===== src/rtl/astropix_spi_pkg.sv =====
// Shared SPI definitions for the AstroPix master and responder: FSM states,
// default idle fill byte and the MISO bit-pair selector.
package astropix_spi_pkg;

  typedef enum logic {
    ST_IDLE  = 1'b0,
    ST_SHIFT = 1'b1
  } spi_state_t;

  localparam logic [7:0] IDLE_BYTE_DEFAULT = 8'hBC;

  // Pair 0 is bits 7:6, pair 3 is bits 1:0.
  function automatic logic [1:0] pair_bits(input logic [7:0] b, input logic [1:0] idx);
    pair_bits = b[(3'd7 - {idx, 1'b0}) -: 2];
  endfunction

endpackage


===== src/rtl/spi_sync_edge.sv =====
// Two-flop synchronizer plus one history flop giving single-cycle rise/fall strobes.
// Latency: level 2 cycles, strobes 2 cycles after the input changes; no backpressure.
module spi_sync_edge #(
  parameter logic RESET_VAL = 1'b0
) (
  input  logic clock,
  input  logic reset,
  input  logic din,
  output logic level,
  output logic rise,
  output logic fall
);

  logic meta;
  logic prev;

  always_ff @(posedge clock or posedge reset) begin
    if (reset) begin
      meta  <= RESET_VAL;
      level <= RESET_VAL;
      prev  <= RESET_VAL;
    end else begin
      meta  <= din;
      level <= meta;
      prev  <= level;
    end
  end

  assign rise = level & ~prev;
  assign fall = ~level & prev;

endmodule


===== src/rtl/astropix_spi_responder.sv =====
// SPI responder: streams hit bytes (or the idle byte) as MISO bit pairs, collects MOSI config bytes.
// Latency: outputs registered one cycle after a synchronized SCK edge; hit source popped only on full-byte send.
module astropix_spi_responder
  import astropix_spi_pkg::*;
#(
  parameter bit         CPOL      = 1'b0,
  parameter bit         CPHA      = 1'b1,
  parameter logic [7:0] IDLE_BYTE = IDLE_BYTE_DEFAULT
) (
  input  logic       clock,
  input  logic       reset,
  input  logic       spi_csb,
  input  logic       spi_clock,
  input  logic       spi_mosi,
  output logic       spi_miso0,
  output logic       spi_miso1,
  output logic       interruptB,
  input  logic [7:0] hit_data,
  input  logic       hit_valid,
  output logic       hit_ready,
  output logic [7:0] cfg_data,
  output logic       cfg_valid,
  output logic       frame_err,
  input  logic       err_clear
);

  spi_state_t state, state_nxt;
  logic       csb_s, csb_rise, csb_fall_unused;
  logic       sck_level_unused, sck_rise, sck_fall;
  logic       mosi_s, mosi_rise_unused, mosi_fall_unused;
  logic       lead_evt, trail_evt, drive_evt, sample_evt, active;
  logic [1:0] settle;
  logic       armed;
  logic [7:0] tx_byte, tx_cur, rx_shift;
  logic       from_hit;
  logic [1:0] pair_cnt;
  logic [2:0] rx_bit_cnt;
  logic       frame_set;

  spi_sync_edge #(.RESET_VAL(1'b1)) u_sync_csb (
    .clock(clock), .reset(reset), .din(spi_csb),
    .level(csb_s), .rise(csb_rise), .fall(csb_fall_unused)
  );
  spi_sync_edge #(.RESET_VAL(CPOL)) u_sync_sck (
    .clock(clock), .reset(reset), .din(spi_clock),
    .level(sck_level_unused), .rise(sck_rise), .fall(sck_fall)
  );
  spi_sync_edge #(.RESET_VAL(1'b0)) u_sync_mosi (
    .clock(clock), .reset(reset), .din(spi_mosi),
    .level(mosi_s), .rise(mosi_rise_unused), .fall(mosi_fall_unused)
  );

  assign lead_evt   = CPOL ? sck_fall : sck_rise;
  assign trail_evt  = CPOL ? sck_rise : sck_fall;
  assign drive_evt  = CPHA ? lead_evt : trail_evt;
  assign sample_evt = CPHA ? trail_evt : lead_evt;
  assign active     = (state == ST_SHIFT) && !csb_s;

  // A csb held low through reset must not restart a transfer: arm only once
  // the synchronizer carries real input and csb has been seen high.
  always_ff @(posedge clock or posedge reset) begin
    if (reset) begin
      settle <= 2'd0;
      armed  <= 1'b0;
    end else begin
      if (settle != 2'd3) settle <= settle + 2'd1;
      if (settle == 2'd3 && csb_s) armed <= 1'b1;
    end
  end

  always_ff @(posedge clock or posedge reset) begin
    if (reset) state <= ST_IDLE;
    else       state <= state_nxt;
  end

  always_comb begin
    state_nxt = state;
    case (state)
      ST_IDLE:  if (armed && !csb_s) state_nxt = ST_SHIFT;
      ST_SHIFT: if (csb_s)           state_nxt = ST_IDLE;
      default:                       state_nxt = ST_IDLE;
    endcase
  end

  assign tx_cur = (pair_cnt == 2'd0) ? (hit_valid ? hit_data : IDLE_BYTE) : tx_byte;

  always_ff @(posedge clock or posedge reset) begin
    if (reset) begin
      tx_byte   <= 8'h00;
      from_hit  <= 1'b0;
      pair_cnt  <= 2'd0;
      spi_miso0 <= 1'b0;
      spi_miso1 <= 1'b0;
      hit_ready <= 1'b0;
    end else begin
      hit_ready <= 1'b0;
      if (state == ST_IDLE) begin
        pair_cnt  <= 2'd0;
        spi_miso0 <= 1'b0;
        spi_miso1 <= 1'b0;
      end else if (active && drive_evt) begin
        if (pair_cnt == 2'd0) begin
          tx_byte  <= tx_cur;
          from_hit <= hit_valid;
        end
        {spi_miso0, spi_miso1} <= pair_bits(tx_cur, pair_cnt);
        hit_ready              <= (pair_cnt == 2'd3) && from_hit;
        pair_cnt               <= pair_cnt + 2'd1;
      end
    end
  end

  always_ff @(posedge clock or posedge reset) begin
    if (reset) begin
      rx_shift   <= 8'h00;
      rx_bit_cnt <= 3'd0;
      cfg_data   <= 8'h00;
      cfg_valid  <= 1'b0;
    end else begin
      cfg_valid <= 1'b0;
      if (state == ST_IDLE) begin
        rx_shift   <= 8'h00;
        rx_bit_cnt <= 3'd0;
      end else if (active && sample_evt) begin
        rx_shift   <= {rx_shift[6:0], mosi_s};
        rx_bit_cnt <= rx_bit_cnt + 3'd1;
        if (rx_bit_cnt == 3'd7) begin
          cfg_data  <= {rx_shift[6:0], mosi_s};
          cfg_valid <= 1'b1;
        end
      end
    end
  end

  assign frame_set = csb_rise && ((rx_bit_cnt != 3'd0) || (pair_cnt != 2'd0));

  always_ff @(posedge clock or posedge reset) begin
    if (reset) begin
      frame_err  <= 1'b0;
      interruptB <= 1'b1;
    end else begin
      interruptB <= ~hit_valid;
      if (frame_set)      frame_err <= 1'b1;
      else if (err_clear) frame_err <= 1'b0;
    end
  end

endmodule


===== config.mk =====
export PLATFORM = sky130hd
export DESIGN_NAME = astropix_spi_responder
export DESIGN_NICKNAME = d
export VERILOG_FILES = /design/src/rtl/astropix_spi_pkg.sv /design/src/rtl/spi_sync_edge.sv /design/src/rtl/astropix_spi_responder.sv
export SDC_FILE = /design/constraint.sdc
export NUM_CORES = 1
export LEC_CHECK = 0
export ABC_CLOCK_PERIOD_IN_PS = 2100
export BUFFER_PORTS_ARGS = -buffer_cell sky130_fd_sc_hd__buf_2
export CAP_MARGIN = 15
export CORE_MARGIN = 10
export CORE_UTILIZATION = 53
export CTS_BUF_LIST = sky130_fd_sc_hd__clkbuf_2
export CTS_CLUSTER_DIAMETER = 100
export DETAILED_ROUTE_END_ITERATION = 16
export GPL_ROUTABILITY_DRIVEN = 0
export PLACE_DENSITY = 0.75
export SLEW_MARGIN = 20
export SYNTH_ARGS = -nofsm -noshare
export SYNTH_HDL_FRONTEND = slang
export SYNTH_SLANG_ARGS = --single-unit

===== constraint.sdc =====
create_clock -name clock -period 2.1 [get_ports clock]
set_clock_uncertainty 0.1 [all_clocks]
set_input_delay 0.21 -clock clock [delete_from_list [all_inputs] [get_ports clock]]
set_output_delay 0.21 -clock clock [all_outputs]
set_load 0.01 [all_outputs]

-- Word level (Yosys, flattened, before mapping)
Index checks and enable logic that the tools add are counted.
- register bits: 47
- logic and storage cells: 79
- add/subtract/negate cells: 4
- equality and inequality tests: 6
- shift-type cells: 1
- multiplexer cells: 22
- bitwise logic cells: 8
- reduce and logical (&&, ||, !) cells: 15
- operators with widths (operator ; number):
    8-bit 2-to-1 mux ; 2
    7-bit 2-to-1 mux ; 2
    1-bit 2-to-1 mux ; 13
    9-bit by 4-bit variable part select with 2-bit output ; 1
    1-bit logical AND ; 7
    3-bit 2-to-1 mux ; 2
    3-bit AND reduction ; 2
    1-bit NOT ; 5
    2-bit by 1-bit adder with 2-bit output (second input constant) ; 2
    2-bit equality test (second input constant) ; 2
    2-bit 2-to-1 mux ; 2
    2-bit by 1-bit inequality test with 1-bit output (second input constant) ; 2
    2-bit nonzero test ; 2
    3-bit by 1-bit adder with 3-bit output (second input constant) ; 1
    1-bit AND ; 3
    3-bit equality test (second input constant) ; 1
    3-bit nonzero test ; 1
    3-bit subtractor (first input constant) ; 1
    2-bit zero test ; 1
    2-bit inequality test (second input constant) ; 1
    1-bit case mux with 2 select lines ; 1
    1-bit zero test ; 1
    1-bit logical OR ; 1

-- Longest topological paths before layout
Gate-level depths: netlist of run 1.
- depth in word-level cells: 5
- gate-level depth with buffers: 9

-- Hierarchy
From an unflattened synthesis of run 1, not the netlist that was laid out.
- cell total of the unflattened synthesis: 186
- area total of the unflattened synthesis: 2050.7 sq um
- by module, submodules not included (module ; instances ; cells an instance ; area an instance (sq um) ; seq. area each (sq um)):
    astropix_spi_responder ; 1 ; 168 ; 1765.4 ; 977.2
    spi_sync_edge (u_sync_mosi ...) ; 2 ; 6 ; 93.8 ; 75.1
    spi_sync_edge (u_sync_csb) ; 1 ; 6 ; 97.6 ; 78.8

-- Worst setup path after synthesis of run 1
No wires, ideal clock.
- path kind: register to register
- from: reg pair_cnt[0]
- to: reg spi_miso0
- data arrival time: 1492 ps
- required time: 1867 ps
- slack: 375 ps
- stages on the path, launching flop included: 10
- path buffers: 3
- cells stage by stage: dfrtp_1 buf_2 inv_1 ha_1 buf_2 buf_4 o21ai_1 a21oi_1 o41ai_1 a31oi_1
- cells in the longest elaborated chain, start to end: 5
- elaborated cells on any way between the ends: 6
- classes of those cells: add/sub: 1; shift: 1; mux: 3; reduce/logical: 1
- RTL lines (what ; RTL line ; text):
    from (decl) ; astropix_spi_responder.sv:36 ; logic [1:0] pair_cnt;
    from (signal assigned) ; astropix_spi_responder.sv:108 ; pair_cnt <= pair_cnt + 2'd1;
    parallel branches: the longest is 2 deep, another holds 3-bit subtractor ; n/a ;
    9-bit by 4-bit variable part select with 2-bit output (*) ; astropix_spi_pkg.sv:14 ; pair_bits = b[(3'd7 - {idx, 1'b0}) -: 2];
    1-bit 2-to-1 mux (*) ; astropix_spi_responder.sv:101 ; end else if (active && drive_evt) begin
    1-bit 2-to-1 mux (*) ; astropix_spi_responder.sv:97 ; if (state == ST_IDLE) begin
    to (signal assigned) ; astropix_spi_responder.sv:106 ; {spi_miso0, spi_miso1} <= pair_bits(tx_cur, pair_cnt);
    to (decl) ; astropix_spi_responder.sv:15 ; output logic spi_miso0,
Every way passes the cells marked *. The select of a mux whose other input is x is not followed.
A chain may end at the register's enable or synchronous reset.

-- Worst setup path in the final report of run 1
- from: reg pair_cnt[0]
- to: reg spi_miso1
- cells in the longest elaborated chain, start to end: 5
- elaborated cells on any way between the ends: 6
- classes of those cells: add/sub: 1; shift: 1; mux: 3; reduce/logical: 1
- RTL lines (what ; RTL line ; text):
    parallel branches: the longest is 2 deep, another holds 3-bit subtractor ; n/a ;
    9-bit by 4-bit variable part select with 2-bit output (*) ; astropix_spi_pkg.sv:14 ;
    1-bit 2-to-1 mux (*) ; astropix_spi_responder.sv:101 ;
    1-bit 2-to-1 mux (*) ; astropix_spi_responder.sv:97 ;
    to (signal assigned) ; astropix_spi_responder.sv:106 ;
    to (decl) ; astropix_spi_responder.sv:16 ; output logic spi_miso1,
Marked as above.

==> impl_metrics.env, run 1 <==
export IMPL_status="complete, no violations"
export IMPL_yosysSeqAreaShare_pct=58.6
export IMPL_multi_input_area_um2=756
export IMPL_synth_seq_cells=47
export IMPL_rsz0062_at_grt="false"
export IMPL_postSynthAreaPerCell_um2=11.2
export IMPL_timing_fmax_mhz=521
export IMPL_final_nets=245
export IMPL_finalSetupTns_ps=0
export IMPL_grt_pass1_wl_um=6310
export IMPL_cts_tree="built"
export IMPL_p_leak_nw=1.23
export IMPL_hold_slack_ps=212
export IMPL_seqCellArea_um2=1180
export IMPL_ios=29
export IMPL_vdd_drop_max_uv=465
export IMPL_yosysWarnings=0
export IMPL_grt_antenna_before_repair=0
export IMPL_syn_area_um2=2020
export IMPL_insertion_delay_ps=430
export IMPL_cts_clk_slew_worst_paths_ps=240
export IMPL_hold_viol_final=0
export IMPL_die_w_um=81.7
export IMPL_core_um2=3660
export IMPL_crit_type="reg -> reg"
export IMPL_syn_instance_count=180
export IMPL_vias=1411
export IMPL_fill_cells=280
export IMPL_die_height_um=81.7
export IMPL_synth_fp_nets=201
export IMPL_wl_met1_um=1630
export IMPL_clockBufferDepth=2
export IMPL_final_cells=273
export IMPL_port_buffers=28
export IMPL_layout_drive_gt1_share_pct=27.1
export IMPL_worstPathArrival_ps=2160
export IMPL_drtAntennaViolNets=0
export IMPL_worst_ep_required_time_ps=2340
export IMPL_initial_core_util_pct=55.1
export IMPL_syn2layout_area_growth_pct=20.1
export IMPL_drc=0
export IMPL_viasPerCell=5.17
export IMPL_n_antenna_cell=0
export IMPL_rows=22
export IMPL_powerDensity_nw_per_um2=685
export IMPL_cp_max_fo=14
export IMPL_grt_pass1_vias=1387
export IMPL_routedWlPerCell_um=13.7
export IMPL_post_cts_buffers=0
export IMPL_wl_um=3730
export IMPL_dr_pass1_iters=4
export IMPL_dr_max_layer_used="met4"
export IMPL_cap_violations=0
export IMPL_timing_critical_path_from_type="flop"
export IMPL_hold_path_class="in -> async"
export IMPL_setup_viol=0
export IMPL_period_minus_slack_ps=1920
export IMPL_cts_root_buffer="clkbuf_2"
export IMPL_dp_cells=251
export IMPL_grt_usage_pct=12.0
export IMPL_drtIter0Drc=126
export IMPL_maxSlewHeadroom_pct=77.2
export IMPL_cp_end_kind="flop"
export IMPL_grt_max_degree=48
export IMPL_drv_slew=0
export IMPL_h_tree_depth=2
export IMPL_cts_sinks=47
export IMPL_tightest_slew_ps=338
export IMPL_cts_buffers=5
export IMPL_dr_wl_met3_um=271
export IMPL_dp_hpwl_um=2520
export IMPL_period_share_pct=91.4
export IMPL_met2_length_um=1740
export IMPL_die_area_um2=6670
export IMPL_yosysUniqueCellTypes=34
export IMPL_grt_overflow_total=0
==> critical path, stage by stage (launching register included) <==
cell and delay, ps:
dfrtp_1 520, inv_1 170, ha_2 330, inv_1 100
a2111oi_2 310, a31oi_1 80, a32o_1 230
==> through the flow <==
step / utilization (%) / setup WS [ps] / power, W / instance area, µm²
final: 66.1 / 180 / 0.00166 / 2420
after global routing: 66.1 / 67.5 / 0.00173 / 2420
after CTS: 65.9 / 64.5 / 0.00167 / 2410
after detailed placement: 60.2 / 113 / 0.00116 / 2200
after global placement: 60.2 / 231 / 0.00115 / 2200
after floorplan: - / 375 / 0.00111 / 2020
==> metal layers <==
layer | global-route usage, % | vias to the layer above
li1 | - | 690
met1 | 13.7 | 671
met2 | 19.9 | 38
met3 | 4.80 | 12
met4 | 4.59 | 0
met5 | 0 | -
==> cells in the final DEF, fill, tap and decap left out, drive strengths merged <==
cell type | synthesis | layout
a211o | 1 | 1
nand3 | 3 | 3
o21ai | 24 | 24
nand4bb | 1 | 1
xnor2 | 1 | 1
clkinvlp | 0 | 1
and4bb | 2 | 2
and3 | 2 | 2
bufinv | 0 | 1
nor2b | 5 | 5
a31oi | 3 | 3
dlygate4sd3 | 0 | 14
mux2 | 9 | 9
nand2 | 39 | 39
a32o | 1 | 1
clkbuf | 2 | 6
ha | 6 | 6
buf | 7 | 32
a21oi | 2 | 2
nor2 | 7 | 7
nand2b | 2 | 2
dfstp | 4 | 4
dfrtp | 43 | 43
o41ai | 1 | 1
a21o | 3 | 3
inv | 9 | 9
a41o | 1 | 1
a2111oi | 1 | 1
a211oi | 1 | 1
==> logic make-up after synthesis <==
logic type                 count (synthesis)  synth area share, %
and+or+nand+nor                           61                 14.8
DFF                                       47                 58.6
AOI/OAI and AO/OA                         38                 11.5
buffers and inverters                     18                 4.41
muxes                                      9                 6.52
adders and majority gates                  6                 3.72
xor gates and xnor gates                   1                0.435
==> state kept, by name, summed over array words and instances, names as in the netlist, 2 cells and up <==
| name | count |
|---|---|
| cfg_data | 8 |
| settle | 2 |
| rx_bit_cnt | 3 |
| rx_shift | 7 |
| tx_byte | 8 |
| pair_cnt | 2 |
==> area by class of cell <==
cell class | count | area share (%)
clock inverter | 2 | 1.55
tap | 48 | 2.48
multi-input combinational | 115 | 31.2
inverter | 9 | 1.40
clock buffer | 6 | 1.24
sequential | 47 | 48.8
timing repair buffer | 46 | 13.3
==> synthesized netlist by cell type <==
cell type,n,area (µm²)
o21ai_0,15,75.1
dfrtp_1,43,1080
o21ai_1,9,45.0
nand2b_1,2,12.5
and4bb_4,1,16.3
a32o_1,1,10.0
a41o_1,1,10.0
nand4bb_2,1,16.3
dfstp_2,4,105
nor2b_1,5,31.3
buf_6,1,11.3
and3_1,2,12.5
xnor2_1,1,8.76
nand2_1,37,139
ha_1,6,75.1
nand3_1,3,15.0
a31oi_1,3,18.8
clkbuf_1,1,3.75
nand2_4,1,11.3
mux2_2,1,11.3
buf_4,2,15.0
mux2_4,8,120
a211oi_1,1,7.51
inv_1,9,33.8
a21o_1,3,22.5
a211o_1,1,8.76
a21oi_1,2,10.0
clkbuf_2,1,5.00
buf_2,4,20.0
nor2_1,7,26.3
nand2_2,1,6.26
a2111oi_2,1,15.0
and4bb_1,1,12.5
o41ai_1,1,8.76
==> where the power goes <==
part	total (W)	internal, W	switching (W)
clock network	0.000490	0.000206	0.000284
registers	0.00100	0.000966	0.0000390
logic	0.000163	0.0000776	0.0000855
==> path summary, 6_finish.rpt <==
kind | startpoint | endpoint | slack, ps | depth (start not counted)
max | pair_cnt[0] | spi_miso1 | 180 | 6
min | reset | cfg_data[6] | 210 | 4
max reg2reg | pair_cnt[0] | spi_miso1 | 180 | 6
min reg2reg | u_sync_csb.meta | u_sync_csb.level | 280 | 0
max in group asynchronous | reset | u_sync_csb.prev | 1410 | 4
min in group clock | u_sync_csb.meta | u_sync_csb.level | 280 | 0
==> what timing repair did <==
action | in CTS | in global routing
endpoints found under the setup margin | 0 | 2
hold buffers | 14 | 0
resized for setup | 0 | 2
hold endpoints to repair | 61 | 0
(Power assumes the default switching activity.)
==> run 2: changes to the inputs <==
--- a/config.mk
+++ b/config.mk
@@ -5,6 +5,7 @@
 export SDC_FILE = /design/constraint.sdc
 export NUM_CORES = 1
 export LEC_CHECK = 0
+export ABC_AREA = 1
 export ABC_CLOCK_PERIOD_IN_PS = 2100
 export BUFFER_PORTS_ARGS = -buffer_cell sky130_fd_sc_hd__buf_2
 export CAP_MARGIN = 15
==> run 2 against run 1 <==
- register-to-register slack better by 160 ps
- clock power is 28% lower
- first-iteration DRC count fell by 32%
- critical path type unchanged
- non-clock buffer count down 8
- die area is essentially flat
- critical path depth rose by 2
- cell area fell by 4.0%
- setup slack gained 160 ps
- largest cell class unchanged
- power down 4.0%
- fmax grew 9.4%
- combinational power up 42%
- global-route usage is 0.92 points lower
==> impl_metrics.env, run 2 <==
export IMPL_layout_commonest_cell="dfrtp_1"
export IMPL_grt_usage_pct=11.1
export IMPL_ys_flop_type="dfrtp_1"
export IMPL_hold_viol_final=0
export IMPL_core_um2=3660
export IMPL_rsz0062_at_grt="false"
export IMPL_die_w_um=81.7
export IMPL_synth_area_leaders="dfrtp_1 (53%), nand2_1 (7.5%), inv_1 (6.1%), dfstp_2 (5.2%), o21ai_2 (5.2%)"
export IMPL_layout_drive_gt1_share_pct=27.4
export IMPL_port_buffers=28
export IMPL_crit_path_frequent_cell="nand3_1"
export IMPL_clkPwrFrac_pct=22.2
export IMPL_syn_instance_count=199
export IMPL_syn_area_um2=2010
export IMPL_initial_core_util_pct=55.0
export IMPL_drc=0
export IMPL_grt_max_degree=48
export IMPL_worst_ep_required_time_ps=2340
export IMPL_most_common_layout_cells="dfrtp_1 (43), nand2_1 (40), inv_1 (32)"
export IMPL_internal_power_w=0.00114
export IMPL_cp_end_kind="flop"
export IMPL_synth_common_cells="dfrtp_1 (43), nand2_1 (40), inv_1 (33)"
export IMPL_synthArstFlopShare_pct=100
export IMPL_synth_edff_count=0
export IMPL_wl_um=3520
export IMPL_yosysWarnings=0
export IMPL_switchingPower_w=0.000454
export IMPL_synth_area_leader_cell="dfrtp_1"
export IMPL_drtAntennaViolNets=0
export IMPL_comb_power_share_pct=14.6
export IMPL_clockBufferDepth=2
export IMPL_fill_cells=322
export IMPL_insertion_delay_ps=410
export IMPL_cp_max_fo=13
export IMPL_reg2reg_depth=8
export IMPL_path_delay_family="flip-flops"
export IMPL_yosysUniqueCellTypes=22
export IMPL_tightest_slew_ps=579
export IMPL_vdd_drop_max_uv=524
export IMPL_critPathSlowestCell="dfrtp_1"
export IMPL_postSynthAreaPerCell_um2=10.1
export IMPL_grt_pass1_vias=1332
export IMPL_hold_path_class="in -> reg"
export IMPL_viasPerCell=4.90
export IMPL_post_cts_buffers=0
export IMPL_cts_root_buffer="clkbuf_2"
export IMPL_status="complete, no violations"
export IMPL_cts_sinks=47
export IMPL_setup_viol=0
export IMPL_ios=29
export IMPL_vias=1417
export IMPL_seqCellArea_um2=1180
export IMPL_seqPwrFrac_pct=63.2
export IMPL_dr_pass1_iters=4
export IMPL_period_share_pct=83.6
export IMPL_cts_buffers=5
export IMPL_grt_pass1_wl_um=5830
export IMPL_final_nets=261
export IMPL_rrSetupSlack_ps=340
export IMPL_multi_input_area_um2=673
export IMPL_yosysSeqAreaShare_pct=58.6
export IMPL_maxSlewHeadroom_pct=61.4
export IMPL_synth_seq_cells=47
export IMPL_cp_slowest_stage_delay_ps=450
export IMPL_routedWlPerCell_um=12.2
export IMPL_drtIter0Drc=86
export IMPL_die_height_um=81.7
export IMPL_r2r_start="pair_cnt[0]"
export IMPL_drv_slew=0
export IMPL_critPathBufInv=2
export IMPL_n_antenna_cell=0
export IMPL_timing_fmax_mhz=570
export IMPL_h_tree_depth=2
export IMPL_cts_clk_slew_worst_paths_ps=230
export IMPL_timing_critical_path_from_type="flop"
export IMPL_path_cells="clkinv_1 > ha_2 > inv_1 > nand2_1 > nand3_1 > nand3_1 > nand3_1 > nand2_1"
export IMPL_crit_type="reg -> reg"
export IMPL_cts_tree="built"
export IMPL_reg_largest_list="cfg_data: 8 flops, tx_byte: 8 flops, rx_shift: 7 flops"
export IMPL_grt_antenna_before_repair=0
export IMPL_synth_top_area_share_pct=53.4
export IMPL_synth_most_common_cell="dfrtp_1"
export IMPL_syn2layout_area_growth_pct=15.3
export IMPL_worstPathArrival_ps=2000
export IMPL_synth_fp_nets=220
export IMPL_hp_start="hit_data[5]"
export IMPL_grt_overflow_total=0
export IMPL_powerDensity_nw_per_um2=685
export IMPL_period_minus_slack_ps=1760
export IMPL_p_leak_nw=1.21
export IMPL_dp_hpwl_um=2530
export IMPL_min_path_cells=5
export IMPL_whs_endpoint="tx_byte[5]"
export IMPL_hold_slack_ps=38.2
export IMPL_finalSetupTns_ps=0
export IMPL_die_area_um2=6670
export IMPL_cap_violations=0
export IMPL_rows=22
export IMPL_r2r_end="spi_miso0"
export IMPL_critPathLaunch="pair_cnt[0]"
export IMPL_swShare_pct=28.5
-- run 2: layout make-up --
type | instances | area share, %
Clock inverter | 3 | 0.646
Sequential cell | 47 | 50.8
Timing Repair Buffer | 38 | 10.2
Inverter | 35 | 5.65
Multi-Input combinational cell | 113 | 29.0
Tap cell | 48 | 2.58
Clock buffer | 5 | 1.08
-- run 2: how the worst max path moves through the flow --
| stage | slack (ps) | cells after the start | end |
|---|---|---|---|
| floorplan | 480 | 9 | spi_miso1 |
| global placement | 300 | 9 | spi_miso1 |
| detailed placement | 230 | 9 | spi_miso1 |
| CTS | 210 | 9 | spi_miso1 |
| global route | 190 | 9 | spi_miso1 |
| finish | 340 | 8 | spi_miso0 |
-- run 2: per-stage QoR --
step,power (W),util [%],std cells,worst slack [ps],cell area [µm²]
after floorplan,0.00118,-,199,481,2010
after global placement,0.00124,59.8,272,299,2190
after detailed placement,0.00124,59.8,272,228,2190
after CTS,0.00161,63.4,289,211,2320
after global routing,0.00168,63.5,289,186,2320
final,0.00159,63.5,289,344,2320
-- run 2: metal layers --
layer	vias up	share of wire, %	global-route usage [%]
met4	0	0.63	3.57
met2	29	48	17.5
met5	-	0	0
met1	672	44	13.4
met3	2	6.8	5.02
li1	714	-	-
-- run 2: repair_timing --
action                                 CTS  global route
resized for setup                        0             1
setup endpoints to repair                0             1
hold buffers                             9             0
endpoints found under the hold margin   52             0
-- run 2: cells by family (layout without fill, tap and decap cells) --
| logic type | Yosys count | count (layout) | synth area share [%] |
|---|---|---|---|
| and+or+nand+nor | 74 | 74 | 17.2 |
| xor gates and xnor gates | 1 | 1 | 0.435 |
| muxes | 1 | 1 | 0.559 |
| AOI/OAI and AO/OA | 31 | 31 | 11.4 |
| DFF | 47 | 47 | 58.6 |
| adders and majority gates | 6 | 6 | 3.73 |
| buffers and inverters | 39 | 81 | 8.07 |
-- run 2: worst register-to-register path: cells and delay by family, from the launching register on --
kind                     cells  cell delay, ps
adder cells (fa/ha/maj)      1             360
buffers and inverters        2             410
AND/OR/NAND/NOR              5             390
flip-flops                   1             450
-- run 2: power groups by stage --
stage / registers, W / clock network (W) / logic (W)
6_report: 0.00101 / 0.000354 / 0.000232
5_1_grt: 0.00101 / 0.000399 / 0.000265
4_1_cts: 0.00101 / 0.000365 / 0.000235
3_5_place_dp: 0.00102 / 0 / 0.000222
3_3_place_gp: 0.00102 / 0 / 0.000216
2_1_floorplan: 0.00102 / 0 / 0.000164
==> run 3: changes to the inputs <==
--- a/config.mk
+++ b/config.mk
@@ -5,8 +5,8 @@
 export SDC_FILE = /design/constraint.sdc
 export NUM_CORES = 1
 export LEC_CHECK = 0
-export ABC_AREA = 1
-export ABC_CLOCK_PERIOD_IN_PS = 2100
+export ABC_AREA = 0
+export ABC_CLOCK_PERIOD_IN_PS = 1500
 export BUFFER_PORTS_ARGS = -buffer_cell sky130_fd_sc_hd__buf_2
 export CAP_MARGIN = 15
 export CORE_MARGIN = 10
@@ -15,7 +15,7 @@
 export CTS_CLUSTER_DIAMETER = 100
 export DETAILED_ROUTE_END_ITERATION = 16
 export GPL_ROUTABILITY_DRIVEN = 0
-export PLACE_DENSITY = 0.75
+export PLACE_DENSITY = 0.78
 export SLEW_MARGIN = 20
 export SYNTH_ARGS = -nofsm -noshare
 export SYNTH_HDL_FRONTEND = slang
==> constraint.sdc (replaced) <==
create_clock -name clock -period 1.5 [get_ports clock]
set_clock_uncertainty 0.1 [all_clocks]
set_input_delay 0.15 -clock clock [delete_from_list [all_inputs] [get_ports clock]]
set_output_delay 0.15 -clock clock [all_outputs]
set_load 0.01 [all_outputs]
==> run 3 against run 2 <==
- the run now ends with negative setup slack left
- global-route usage is 1.8 points higher
- wire length is 11% higher
- setup slack worse by 410 ps
- critical path depth is 1 lower
- non-clock buffer count is 24 higher
- power is 38% higher
- largest cell class unchanged
- largest power group unchanged
- highest routed layer unchanged
==> impl_metrics.env, run 3 (same netlist as run 1, synthesis figures left out) <==
export IMPL_fill_cells=261
export IMPL_r2r_start="pair_cnt[0]"
export IMPL_r2r_end="spi_miso1"
export IMPL_routedWlPerCell_um=13.4
export IMPL_die_w_um=81.7
export IMPL_ios=29
export IMPL_period_minus_slack_ps=1560
export IMPL_dp_hpwl_um=2680
export IMPL_grt_pass1_wl_um=6760
export IMPL_cp_max_fo=6
export IMPL_timing_fmax_mhz=640
export IMPL_initial_core_util_pct=55.1
export IMPL_reg_largest_list="cfg_data: 8 flops, tx_byte: 8 flops, rx_shift: 7 flops"
export IMPL_die_area_um2=6670
export IMPL_most_common_layout_cells="dfrtp_1 (43), nand2_1 (37), buf_2 (28)"
export IMPL_period_share_pct=104
export IMPL_cp_end_kind="flop"
export IMPL_vdd_drop_max_uv=803
export IMPL_post_route_util_pct=71.6
export IMPL_cts_clk_slew_worst_paths_ps=210
export IMPL_status="finished, violations left"
export IMPL_grt_antenna_before_repair=0
export IMPL_cts_root_buffer="clkbuf_2"
export IMPL_drc=0
export IMPL_hold_viol_final=0
export IMPL_clockBufferDepth=2
export IMPL_dr_pass1_iters=4
export IMPL_cts_tree="built"
export IMPL_wl_um=3890
export IMPL_worst_ep_required_time_ps=1740
export IMPL_timing_critical_path_from_type="flop"
export IMPL_violations="negative setup slack"
export IMPL_vias=1414
export IMPL_insertion_delay_ps=410
export IMPL_syn2layout_area_growth_pct=30.1
export IMPL_core_um2=3660
export IMPL_layout_drive_gt1_share_pct=35.1
export IMPL_maxSlewHeadroom_pct=74.9
export IMPL_cap_violations=0
export IMPL_total_power_w=0.00219
export IMPL_setup_viol=2
export IMPL_worstPathArrival_ps=1800
export IMPL_layout_commonest_cell="dfrtp_1"
export IMPL_tightest_slew_ps=377
export IMPL_drv_slew=0
export IMPL_port_buffers=28
export IMPL_grt_usage_pct=12.9
export IMPL_setup_ws_ps=-63.2
export IMPL_final_cells=290
export IMPL_drtAntennaViolNets=0
export IMPL_grt_overflow_total=0
export IMPL_grt_pass1_vias=1470
export IMPL_rows=22
export IMPL_rsz0062_at_grt="true"
export IMPL_reg2reg_depth=7
export IMPL_grt_max_degree=32
export IMPL_cts_sinks=47
export IMPL_viasPerCell=4.88
export IMPL_p_leak_nw=1.31
export IMPL_drtIter0Drc=78
export IMPL_crit_type="reg -> reg"
export IMPL_h_tree_depth=2
export IMPL_cts_buffers=5
export IMPL_dp_cells=262
export IMPL_powerDensity_nw_per_um2=835
export IMPL_pre_cts_ws_ps=-47.3
export IMPL_die_height_um=81.7
export IMPL_hold_path_class="in -> async"
export IMPL_final_nets=262
export IMPL_n_antenna_cell=0
export IMPL_rrSetupSlack_ps=-60
## run 3: cell types whose count changed in the layout (fill, tap and decap cells not counted), moves of 9 or more
cell and change:
nand3_1 -15, inv_1 -27, o21ai_1 +9, o21ai_0 +9, o21ai_2 -12, buf_4 +12
## run 3: worst max-delay path by stage
| stage | start | endpoint | slack (ps) |
|---|---|---|---|
| CTS | pair_cnt[0] | spi_miso1 | -50 |
| floorplan | pair_cnt[0] | spi_miso0 | -150 |
| global route | pair_cnt[0] | spi_miso1 | -150 |
| global placement | pair_cnt[1] | spi_miso1 | -20 |
| finish | pair_cnt[0] | spi_miso1 | -60 |
| detailed placement | pair_cnt[0] | spi_miso1 | -50 |
## run 3: cell type report
cell class	instances	area [µm²]	share of cell area, %
Tap cell	48	60.1	2.29
Timing Repair Buffer	62	472	18.0
Clock inverter	1	5.00	0.191
Multi-Input combinational cell	116	833	31.8
Sequential cell	47	1180	45.0
Clock buffer	7	35.0	1.34
Inverter	9	36.3	1.38
## run 3: critical path, cell delays in order (launching register included)
cell	delay, ps
dfrtp_1	440
inv_4	50
ha_4	180
buf_6	120
and3_4	140
a2111oi_4	170
a31oi_1	60
a32o_1	220
## run 3: power by group
group	total (W)	leakage (nW)	switching (W)	internal (W)
Sequential	0.00141	0.594	0.0000536	0.00135
Clock	0.000498	0.0330	0.000370	0.000127
Combinational	0.000288	0.681	0.000143	0.000145
## run 3: per-stage QoR
step           area [µm²]  hold WS, ps  setup TNS, ps
2_1_floorplan        2050         54.5           -286
3_3_place_gp         2310         52.4          -19.9
3_5_place_dp         2310         51.7          -92.6
4_1_cts              2550          113          -67.9
5_1_grt              2620          124           -258
6_report             2620          115          -84.1
## run 3: layer usage
layer	GRT usage, %	share of wire, %	vias up
met3	3.93	5.7	9
met2	19.4	47	32
met4	6.97	2.2	0
li1	-	-	726
met5	0	0	-
met1	16.2	45	647
## run 3: what timing repair did
action	CTS	global route
setup endpoints to repair	10	8
gates resized for setup	3	12
buffers inserted	2	1
hold buffers	16	0
hold endpoints to repair	58	0
pin swaps	1	8
cloned	1	0
